[src/rtl/mmu_pkg.sv]
// Shared types and constants for the MMU-side MMIO write path.
//   mmio_req_t    : one queued MMIO write {addr, data}
//   wq_state_t    : control states of the write queue
//   MMIO_WQ_DEPTH : default write-queue depth
package mmu_pkg;

    localparam int MMIO_WQ_DEPTH = 8;

    typedef struct packed {
        logic [63:0] addr;
        logic [31:0] data;
    } mmio_req_t;

    typedef enum logic [1:0] {
        IDLE     = 2'd0,
        DRAIN    = 2'd1,
        FLUSHING = 2'd2
    } wq_state_t;

endpackage

[src/rtl/sync_fifo.sv]
// Generic circular-buffer FIFO with synchronous flush.
// Ports:
//   clk, rst       : clock, asynchronous active-high reset
//   flush          : discard all entries (wins over push and pop)
//   push, wdata    : enqueue request and payload
//   pop            : dequeue request (ignored when empty)
//   rdata          : head entry, read from storage registers
//   full, empty    : occupancy flags
//   count          : number of entries held
module sync_fifo #(
    parameter int WIDTH = 96,
    parameter int DEPTH = 8
) (
    input  logic                       clk,
    input  logic                       rst,
    input  logic                       flush,
    input  logic                       push,
    input  logic                       pop,
    input  logic [WIDTH-1:0]           wdata,
    output logic [WIDTH-1:0]           rdata,
    output logic                       full,
    output logic                       empty,
    output logic [$clog2(DEPTH):0]     count
);

    localparam int AW = $clog2(DEPTH);

    logic [AW:0]      wr_ptr_q, wr_ptr_d;
    logic [AW:0]      rd_ptr_q, rd_ptr_d;
    logic [WIDTH-1:0] mem_q [DEPTH];
    logic [WIDTH-1:0] mem_d [DEPTH];
    logic             pop_ok;
    logic             push_ok;

    // Pointers carry a wrap bit above the index: equal pointers mean empty,
    // equal index with differing wrap bit means full.
    assign empty = (wr_ptr_q == rd_ptr_q);
    assign full  = (wr_ptr_q[AW] != rd_ptr_q[AW]) &&
                   (wr_ptr_q[AW-1:0] == rd_ptr_q[AW-1:0]);
    assign count = wr_ptr_q - rd_ptr_q;
    assign rdata = mem_q[rd_ptr_q[AW-1:0]];

    assign pop_ok  = pop && !empty;
    // A full queue still accepts a push when a slot frees in the same cycle.
    assign push_ok = push && (!full || pop_ok);

    always_comb begin
        wr_ptr_d = wr_ptr_q;
        rd_ptr_d = rd_ptr_q;
        mem_d    = mem_q;
        if (flush) begin
            wr_ptr_d = '0;
            rd_ptr_d = '0;
        end else begin
            if (push_ok) begin
                mem_d[wr_ptr_q[AW-1:0]] = wdata;
                wr_ptr_d = wr_ptr_q + (AW+1)'(1);
            end
            if (pop_ok) begin
                rd_ptr_d = rd_ptr_q + (AW+1)'(1);
            end
        end
    end

    always_ff @(posedge clk or posedge rst) begin
        if (rst) begin
            wr_ptr_q <= '0;
            rd_ptr_q <= '0;
            for (int i = 0; i < DEPTH; i++) begin
                mem_q[i] <= '0;
            end
        end else begin
            wr_ptr_q <= wr_ptr_d;
            rd_ptr_q <= rd_ptr_d;
            mem_q    <= mem_d;
        end
    end

endmodule

[src/rtl/mmio_wr_queue.sv]
// MMIO write queue: turns a level-held upstream write enable into discrete
// write events, buffers them and drains them one at a time to the host port
// over valid/ready. Writes arriving at a full queue are dropped and counted.
// Ports:
//   clk, rst                     : clock, asynchronous active-high reset
//   mmio_wr_en/addr/data         : upstream write (level enable, payload in place)
//   flush                        : discard queue, clear overflow and drop count
//   host_mmio_ready              : host accepts the presented request
//   host_mmio_valid/addr/data    : head-of-queue request
//   wq_count, wq_full            : occupancy
//   overflow, drop_cnt           : sticky drop flag, saturating drop counter
//
// state    | meaning
// IDLE     | queue empty, nothing presented to host
// DRAIN    | queue holds entries, presenting head to host
// FLUSHING | one cycle after a flush; pushes are accepted normally
module mmio_wr_queue
    import mmu_pkg::*;
#(
    parameter int DEPTH     = MMIO_WQ_DEPTH,
    parameter int EDGE_MODE = 1,
    parameter int CNT_W     = 16
) (
    input  logic                       clk,
    input  logic                       rst,
    input  logic                       mmio_wr_en,
    input  logic [63:0]                mmio_wr_addr,
    input  logic [31:0]                mmio_wr_data,
    input  logic                       flush,
    input  logic                       host_mmio_ready,
    output logic                       host_mmio_valid,
    output logic [63:0]                host_mmio_addr,
    output logic [31:0]                host_mmio_data,
    output logic [$clog2(DEPTH):0]     wq_count,
    output logic                       wq_full,
    output logic                       overflow,
    output logic [CNT_W-1:0]           drop_cnt
);

    localparam int AW = $clog2(DEPTH);

    logic             prev_en_q, prev_en_d;
    logic [63:0]      prev_addr_q, prev_addr_d;
    logic [31:0]      prev_data_q, prev_data_d;
    logic             overflow_q, overflow_d;
    logic [CNT_W-1:0] drop_cnt_q, drop_cnt_d;
    wq_state_t        state_q, state_d;

    logic             changed;
    logic             push_req;
    logic             pop;
    logic             drop;
    logic             fifo_empty;
    logic             fifo_full;
    logic [AW:0]      fifo_count;
    mmio_req_t        wr_req;
    mmio_req_t        head_req;

    // A held enable re-enqueues only when the payload moves underneath it.
    assign changed  = !prev_en_q || (mmio_wr_addr != prev_addr_q) ||
                      (mmio_wr_data != prev_data_q);
    assign push_req = (EDGE_MODE != 0) ? (mmio_wr_en && changed) : mmio_wr_en;

    assign wr_req.addr = mmio_wr_addr;
    assign wr_req.data = mmio_wr_data;

    assign host_mmio_valid = !fifo_empty;
    assign pop             = host_mmio_valid && host_mmio_ready;
    assign drop            = push_req && fifo_full && !pop && !flush;

    sync_fifo #(
        .WIDTH ($bits(mmio_req_t)),
        .DEPTH (DEPTH)
    ) u_fifo (
        .clk   (clk),
        .rst   (rst),
        .flush (flush),
        .push  (push_req),
        .pop   (pop),
        .wdata (wr_req),
        .rdata (head_req),
        .full  (fifo_full),
        .empty (fifo_empty),
        .count (fifo_count)
    );

    assign host_mmio_addr = head_req.addr;
    assign host_mmio_data = head_req.data;
    assign wq_count       = fifo_count;
    assign wq_full        = fifo_full;
    assign overflow       = overflow_q;
    assign drop_cnt       = drop_cnt_q;

    always_comb begin
        prev_en_d   = mmio_wr_en;
        prev_addr_d = mmio_wr_addr;
        prev_data_d = mmio_wr_data;
        overflow_d  = overflow_q;
        drop_cnt_d  = drop_cnt_q;
        if (flush) begin
            overflow_d = 1'b0;
            drop_cnt_d = '0;
        end else if (drop) begin
            overflow_d = 1'b1;
            if (drop_cnt_q != '1) begin
                drop_cnt_d = drop_cnt_q + CNT_W'(1);
            end
        end
    end

    always_comb begin
        state_d = state_q;
        case (state_q)
            IDLE: begin
                if (!fifo_empty) begin
                    state_d = DRAIN;
                end
            end
            DRAIN: begin
                if (pop && (fifo_count == (AW+1)'(1)) && !push_req) begin
                    state_d = IDLE;
                end
            end
            FLUSHING: begin
                state_d = IDLE;
            end
            default: begin
                state_d = IDLE;
            end
        endcase
        if (flush) begin
            state_d = FLUSHING;
        end
    end

    always_ff @(posedge clk or posedge rst) begin
        if (rst) begin
            prev_en_q   <= 1'b0;
            prev_addr_q <= '0;
            prev_data_q <= '0;
            overflow_q  <= 1'b0;
            drop_cnt_q  <= '0;
            state_q     <= IDLE;
        end else begin
            prev_en_q   <= prev_en_d;
            prev_addr_q <= prev_addr_d;
            prev_data_q <= prev_data_d;
            overflow_q  <= overflow_d;
            drop_cnt_q  <= drop_cnt_d;
            state_q     <= state_d;
        end
    end

endmodule

[config.mk]
export PLATFORM = sky130hd
export DESIGN_NAME = mmio_wr_queue
export DESIGN_NICKNAME = d
export VERILOG_FILES = /design/src/rtl/mmu_pkg.sv /design/src/rtl/sync_fifo.sv /design/src/rtl/mmio_wr_queue.sv
export SDC_FILE = /design/constraint.sdc
export NUM_CORES = 2
export LEC_CHECK = 0
export ABC_AREA = 1
export BUFFER_PORTS_ARGS = -buffer_cell sky130_fd_sc_hd__buf_2
export CAP_MARGIN = 20
export CORE_ASPECT_RATIO = 2
export CORE_MARGIN = 1
export CORE_UTILIZATION = 50
export DETAILED_ROUTE_END_ITERATION = 10
export GPL_TIMING_DRIVEN = 0
export PLACE_DENSITY_LB_ADDON = 0.15
export SYNTH_ARGS = -nofsm -noshare
export SYNTH_HDL_FRONTEND = slang
export SYNTH_SLANG_ARGS = --single-unit
[constraint.sdc]
create_clock -name clk -period 37.8 [get_ports clk]
set_clock_uncertainty 0.15 [all_clocks]
set_input_delay 7.56 -clock clk [delete_from_list [all_inputs] [get_ports clk]]
set_output_delay 7.56 -clock clk [all_outputs]
set_load 0.1 [all_outputs]
* After elaboration in Yosys (flattened, before gate mapping)
Cells that the tools add are included.
** Storage, ports and cells
- Logic and storage cells :: 69
- Output and inout port bits :: 119
- Register bits after elaboration :: 890
** Cells by class
- Reduce and logical (&&, ||, !) cells :: 23
- Eq/ne operators :: 6
- Multiplexer cells :: 15
- Add/sub/neg operators :: 4
- $lt $le $gt $ge :: 3
- Bitwise gates (word level) :: 3
** Operators with widths (number)
- 768-bit bitwise mux :: 1
- 96-bit binary-select mux with 3-bit select :: 1
- 96-bit demux with 3-bit select :: 1
- 96-bit two-way mux :: 3
- 64-bit != test :: 1
- 16-bit two-way mux :: 3
- 32-bit != test :: 1
- 16-bit by 1-bit adder with 16-bit output, second input constant :: 1
- 4-bit two-way mux :: 4
- 16-bit != test, second input constant :: 1
- 1-bit logical AND :: 9
- 4-bit by 1-bit adder with 4-bit output, second input constant :: 2
- 4-bit >= comparator, second input constant :: 2
- 3-bit inverter with 4-bit output :: 2
- 2-bit nonzero test :: 4
- 1-bit zero test :: 5
- 4-bit equality test :: 1
- 4-bit by 1-bit < comparator with 1-bit output, second input constant :: 1
- 2-bit AND reduction :: 2
- 4-bit subtractor :: 1
- 3-bit equality test :: 1
- 1-bit logical OR :: 3
- 1-bit two-way mux :: 2
- 1-bit != test :: 1
- 1-bit inverter :: 1

* Depth between registers and ports, before layout
- Depth after elaboration :: 9
- Mapped depth :: 18

* Hierarchy
From an unflattened synthesis, not the netlist that was laid out.
** Unflattened totals
- Cells, all modules :: 5479
- Area total of the unflattened synthesis :: 41229.5 um^2
** Modules (own cells, without submodules)
- sync_fifo :: times used 1, cells each 4840, area each 36025.8 um^2, sequential area each 19418.6 um^2
- mmio_wr_queue :: times used 1, cells each 639, area each 5203.7 um^2, sequential area each 2852.7 um^2

* Least setup slack after synthesis
Ideal clock, no wire load.
- Kind :: reg2out
- From :: reg u_fifo.rd_ptr_q[0]
- To :: out host_mmio_addr[0]
- Arrival :: 3.199 ns
- Cell stages (with the launch flop) :: 10
- Setup slack :: 26.891 ns
- Data required time :: 30.090 ns
- Path through :: dfrtp_1 -> clkbuf_1 -> clkinv_1 -> buf_2 -> clkbuf_1 -> clkbuf_1 -> nor2_1 -> o22ai_1 -> nor2_1 -> a31oi_1
** On the way
- Cells in the longest elaborated chain, start to end :: 4
** Ends and longest elaborated chain
- from (decl) :: RTL line sync_fifo.sv:29 : logic [AW:0] rd_ptr_q, rd_ptr_d;
- from (signal assigned) :: RTL line sync_fifo.sv:74 : rd_ptr_q <= rd_ptr_d;
- 3-bit inverter with 4-bit output (implied by the code) :: RTL line sync_fifo.sv:41 : assign rdata = mem_q[rd_ptr_q[AW-1:0]];
- 96-bit binary-select mux with 3-bit select :: RTL line sync_fifo.sv:41
- 96-bit two-way mux (implied by the code) (2 in series) :: RTL line sync_fifo.sv:41
- to (decl) :: RTL line mmio_wr_queue.sv:32 : output logic [63:0] host_mmio_addr,
No other way between the ends. The select of a mux whose other input is x is not followed.

* Worst setup path after layout
- From :: reg u_fifo.rd_ptr_q[0]
- To :: out host_mmio_data[10]
** On the way
- Cells in the longest elaborated chain, start to end :: 4
** Ends and longest elaborated chain
- 3-bit inverter with 4-bit output (implied by the code) :: RTL line sync_fifo.sv:41
- 96-bit binary-select mux with 3-bit select :: RTL line sync_fifo.sv:41
- 96-bit two-way mux (implied by the code) (2 in series) :: RTL line sync_fifo.sv:41
- to (decl) :: RTL line mmio_wr_queue.sv:33 : output logic [31:0] host_mmio_data,
No other way between the ends. The select of a mux whose other input is x is not followed.

==> results.py <==
metrics = {
    "worst_setup_path": {
        "cp.arrival_ns": 5.44,
        "cp_max_fo": 10,
        "end_kind": "output pin",
        "startpoint_type": "flip-flop",
        "required_ns": 30.09,
        "crit_type": "flip-flop to output pin",
    },
    "synthesis": {
        "async_flop_share_pct": 100,
        "yosysWarningCount": 0,
        "synth_fp_nets": 5744,
        "synth_flop_cell": "dfrtp_1",
        "synth_area_leaders": "dfrtp_1 (52%), nand2_1 (15%), nand3_1 (9.5%), nor2_1 (7.0%), o21ai_0 (4.6%)",
        "syn_avg_cell_area_sq_um": 7.66,
        "synth-edff-count": 0,
        "ys_seq_area_share_pct": 51.6,
        "ys_types": 38,
        "yosysMostFrequentCell": "nand2_1",
        "syn_area_sq_um": 43200,
        "synth_area_leader_cell": "dfrtp_1",
        "synth_top_area_share_pct": 51.6,
        "synth_top_cells_by_count": "nand2_1 (1781), dfrtp_1 (890), nand3_1 (822)",
        "yosys_register_bits": 890,
        "syn_inst": 5636,
    },
    "clock_network": {
        "h-tree-depth": 3,
        "holdBufCountCts": 0,
        "clk_pin_slew_ns": 0.07,
        "cts_sinks": 890,
        "cts_buffers": 82,
        "root_buffer": "clkbuf_16",
        "clk_latency_ns": 0.69,
        "cts_tree": "yes",
        "cts_setup_buffers": 0,
        "cts_resized": 0,
        "clock_path_buffers": 3,
    },
    "layout": {
        "stdcell_count": 7102,
        "final_nets": 6067,
        "syn_to_final_growth_pct": 13.1,
        "layout-drive-gt1-share_pct": 10.9,
    },
    "power": {
        "p_per_area_nw_per_um2": 70.1,
        "power.leakage_nw": 26.0,
        "finalPower_w": 0.00343,
        "vdd_drop_max_mv": 0.0727,
    },
    "global_routing": {
        "use_met3_pct": 6.62,
        "grt_pass1_vias": 39900,
        "grtUsageMet2_pct": 61.8,
        "track_usage_pct": 36.7,
        "busiest_layer": "met2",
        "grt_util_met1_pct": 39.0,
        "grt_max_degree": 125,
        "grt_pass1_wl_mm": 239,
        "antenna_found_initial": 10,
        "grt-ovfl-total": 0,
    },
    "sta": {
        "period_share_pct": 34.8,
        "max-slew-margin-rel_pct": 17.0,
        "final-setup-viol-count": 0,
        "max_clock_freq_ghz": 0.0761,
        "setup_tns_ns": 0,
        "rsz0062_at_grt": "no",
        "finalHoldWorstSlack_ns": 0.316,
        "worst_pin_slew_ns": 1.25,
        "slew_viol_final": 0,
        "fin_crit_ns": 13.15,
        "hold_violations": 0,
    },
    "route": {
        "vias": 40600,
        "ant_nets": 0,
        "drt_pre_antenna_iters": 6,
        "drt-total-wl_mm": 160,
        "viasPerCell": 5.72,
        "wire_per_inst_um": 22.5,
        "drt-initial-drc-count": 4238,
        "drc": 0,
    },
    "run": {
        "drv_cap": 0,
    },
    "die": {
        "die_area_sq_um": 87600,
        "start_util_pct": 50.5,
        "fp.dieW_um": 210,
        "row_count": 152,
        "die_height_um": 418,
        "io_pins": 220,
        "core-area_sq_um": 85600,
    },
    "placed_design": {
        "portBuffers": 218,
        "dp_hpwl_mm": 116,
        "place.gp.congestion": 0.955,
        "dp.cells": 6951,
    },
    "hold_path": {
        "hold_class": "flip-flop to flip-flop",
    },
    "run_status": {
        "outcome": "finished, final reports clean",
    },
}
[worst max-delay path, stage by stage (launching register included)]
cell and delay [ns]:
dfrtp_1 0.41, clkbuf_1 0.23, clkinv_1 0.51, buf_2 0.54, clkbuf_1 0.83, clkbuf_1 0.59, nor2_1 0.08, o22ai_1 0.53
nor2_1 0.19, a31oi_1 0.33, buf_2 0.50
[state kept, by name, indices dropped and copies added, names as in the netlist]
signal / cells
u_fifo.mem_q: 768
prev_addr_q: 64
prev_data_q: 32
drop_cnt: 16
u_fifo.rd_ptr_q: 4
u_fifo.wr_ptr_q: 4
overflow: 1
prev_en_q: 1
[placed cells by master (no fill, tap or decap), types with 10 or more instances in the layout]
master,count
buf_2,407
inv_1,149
buf_16,10
a31oi_1,97
xnor2_1,21
xor2_1,11
clkbuf_16,87
nor2_1,800
clkbuf_8,24
o21ai_0,396
buf_1,47
clkinv_2,13
buf_6,25
nand3_1,822
dfrtp_1,890
buf_4,44
clkbuf_1,213
nand2_1,1781
o22ai_1,97
[area by class of cell]
class | count | area [sq um]
Buffer | 501 | 2460
Clock inverter | 19 | 201
Multi-Input combinational cell | 4084 | 17900
Fill cell | 8295 | 36700
Inverter | 161 | 612
Timing Repair Buffer | 239 | 1520
Sequential cell | 890 | 22300
Antenna cell | 3 | 7.51
Clock buffer | 127 | 2560
Tap cell | 1078 | 1350
[cells by family after synthesis]
| kind of cell | after synthesis | synth area share, % |
|---|---|---|
| xor+xnor | 32 | 0.649 |
| flops | 890 | 51.6 |
| buf+inv | 662 | 7.10 |
| simple gates | 3439 | 32.8 |
| compound gates | 606 | 7.61 |
| fa+ha+maj | 7 | 0.220 |
[stage by stage]
stage | cell area [sq um] | util, % | setup slack [ns]
after floorplan | 43200 | - | 5.07
after global placement | 45600 | 53.3 | -5.68
after detailed placement | 46000 | 53.8 | 25.77
after CTS | 48800 | 57.0 | 25.02
after global routing | 48800 | 57.1 | 24.76
final | 48800 | 57.1 | 24.65
[metal layers]
| metal | share of wire [%] | up-vias |
|---|---|---|
| met5 | 0.029 | - |
| met4 | 11 | 6 |
| met3 | 6.8 | 625 |
| met2 | 49 | 1767 |
| met1 | 34 | 19400 |
| li1 | - | 18800 |
[final timing paths]
| path | from | to | slack, ns | depth (start not counted) |
|---|---|---|---|---|
| max | u_fifo.rd_ptr_q[0]$_DFFE_PP0P_ | host_mmio_data[10] | 24.65 | 10 |
| min | u_fifo.mem_q[594]$_DFFE_PP0P_ | u_fifo.mem_q[594]$_DFFE_PP0P_ | 0.32 | 2 |
| max reg2reg | u_fifo.rd_ptr_q[1]$_DFFE_PP0P_ | u_fifo.mem_q[402]$_DFFE_PP0P_ | 32.57 | 15 |
| min reg2reg | u_fifo.mem_q[594]$_DFFE_PP0P_ | u_fifo.mem_q[594]$_DFFE_PP0P_ | 0.32 | 2 |
| max in group asynchronous | rst | prev_addr_q[18]$_DFF_PP0_ | 28.63 | 5 |
| min in group asynchronous | rst | prev_data_q[9]$_DFF_PP0_ | 6.77 | 2 |
[power breakdown]
| part | internal, W | switching [W] | total (W) |
|---|---|---|---|
| registers | 0.00108 | 0.0000683 | 0.00114 |
| logic | 0.000272 | 0.00113 | 0.00140 |
| clock network | 0.000492 | 0.000389 | 0.000881 |
| total | 0.00184 | 0.00159 | 0.00343 |
(Power assumes the default switching activity.)
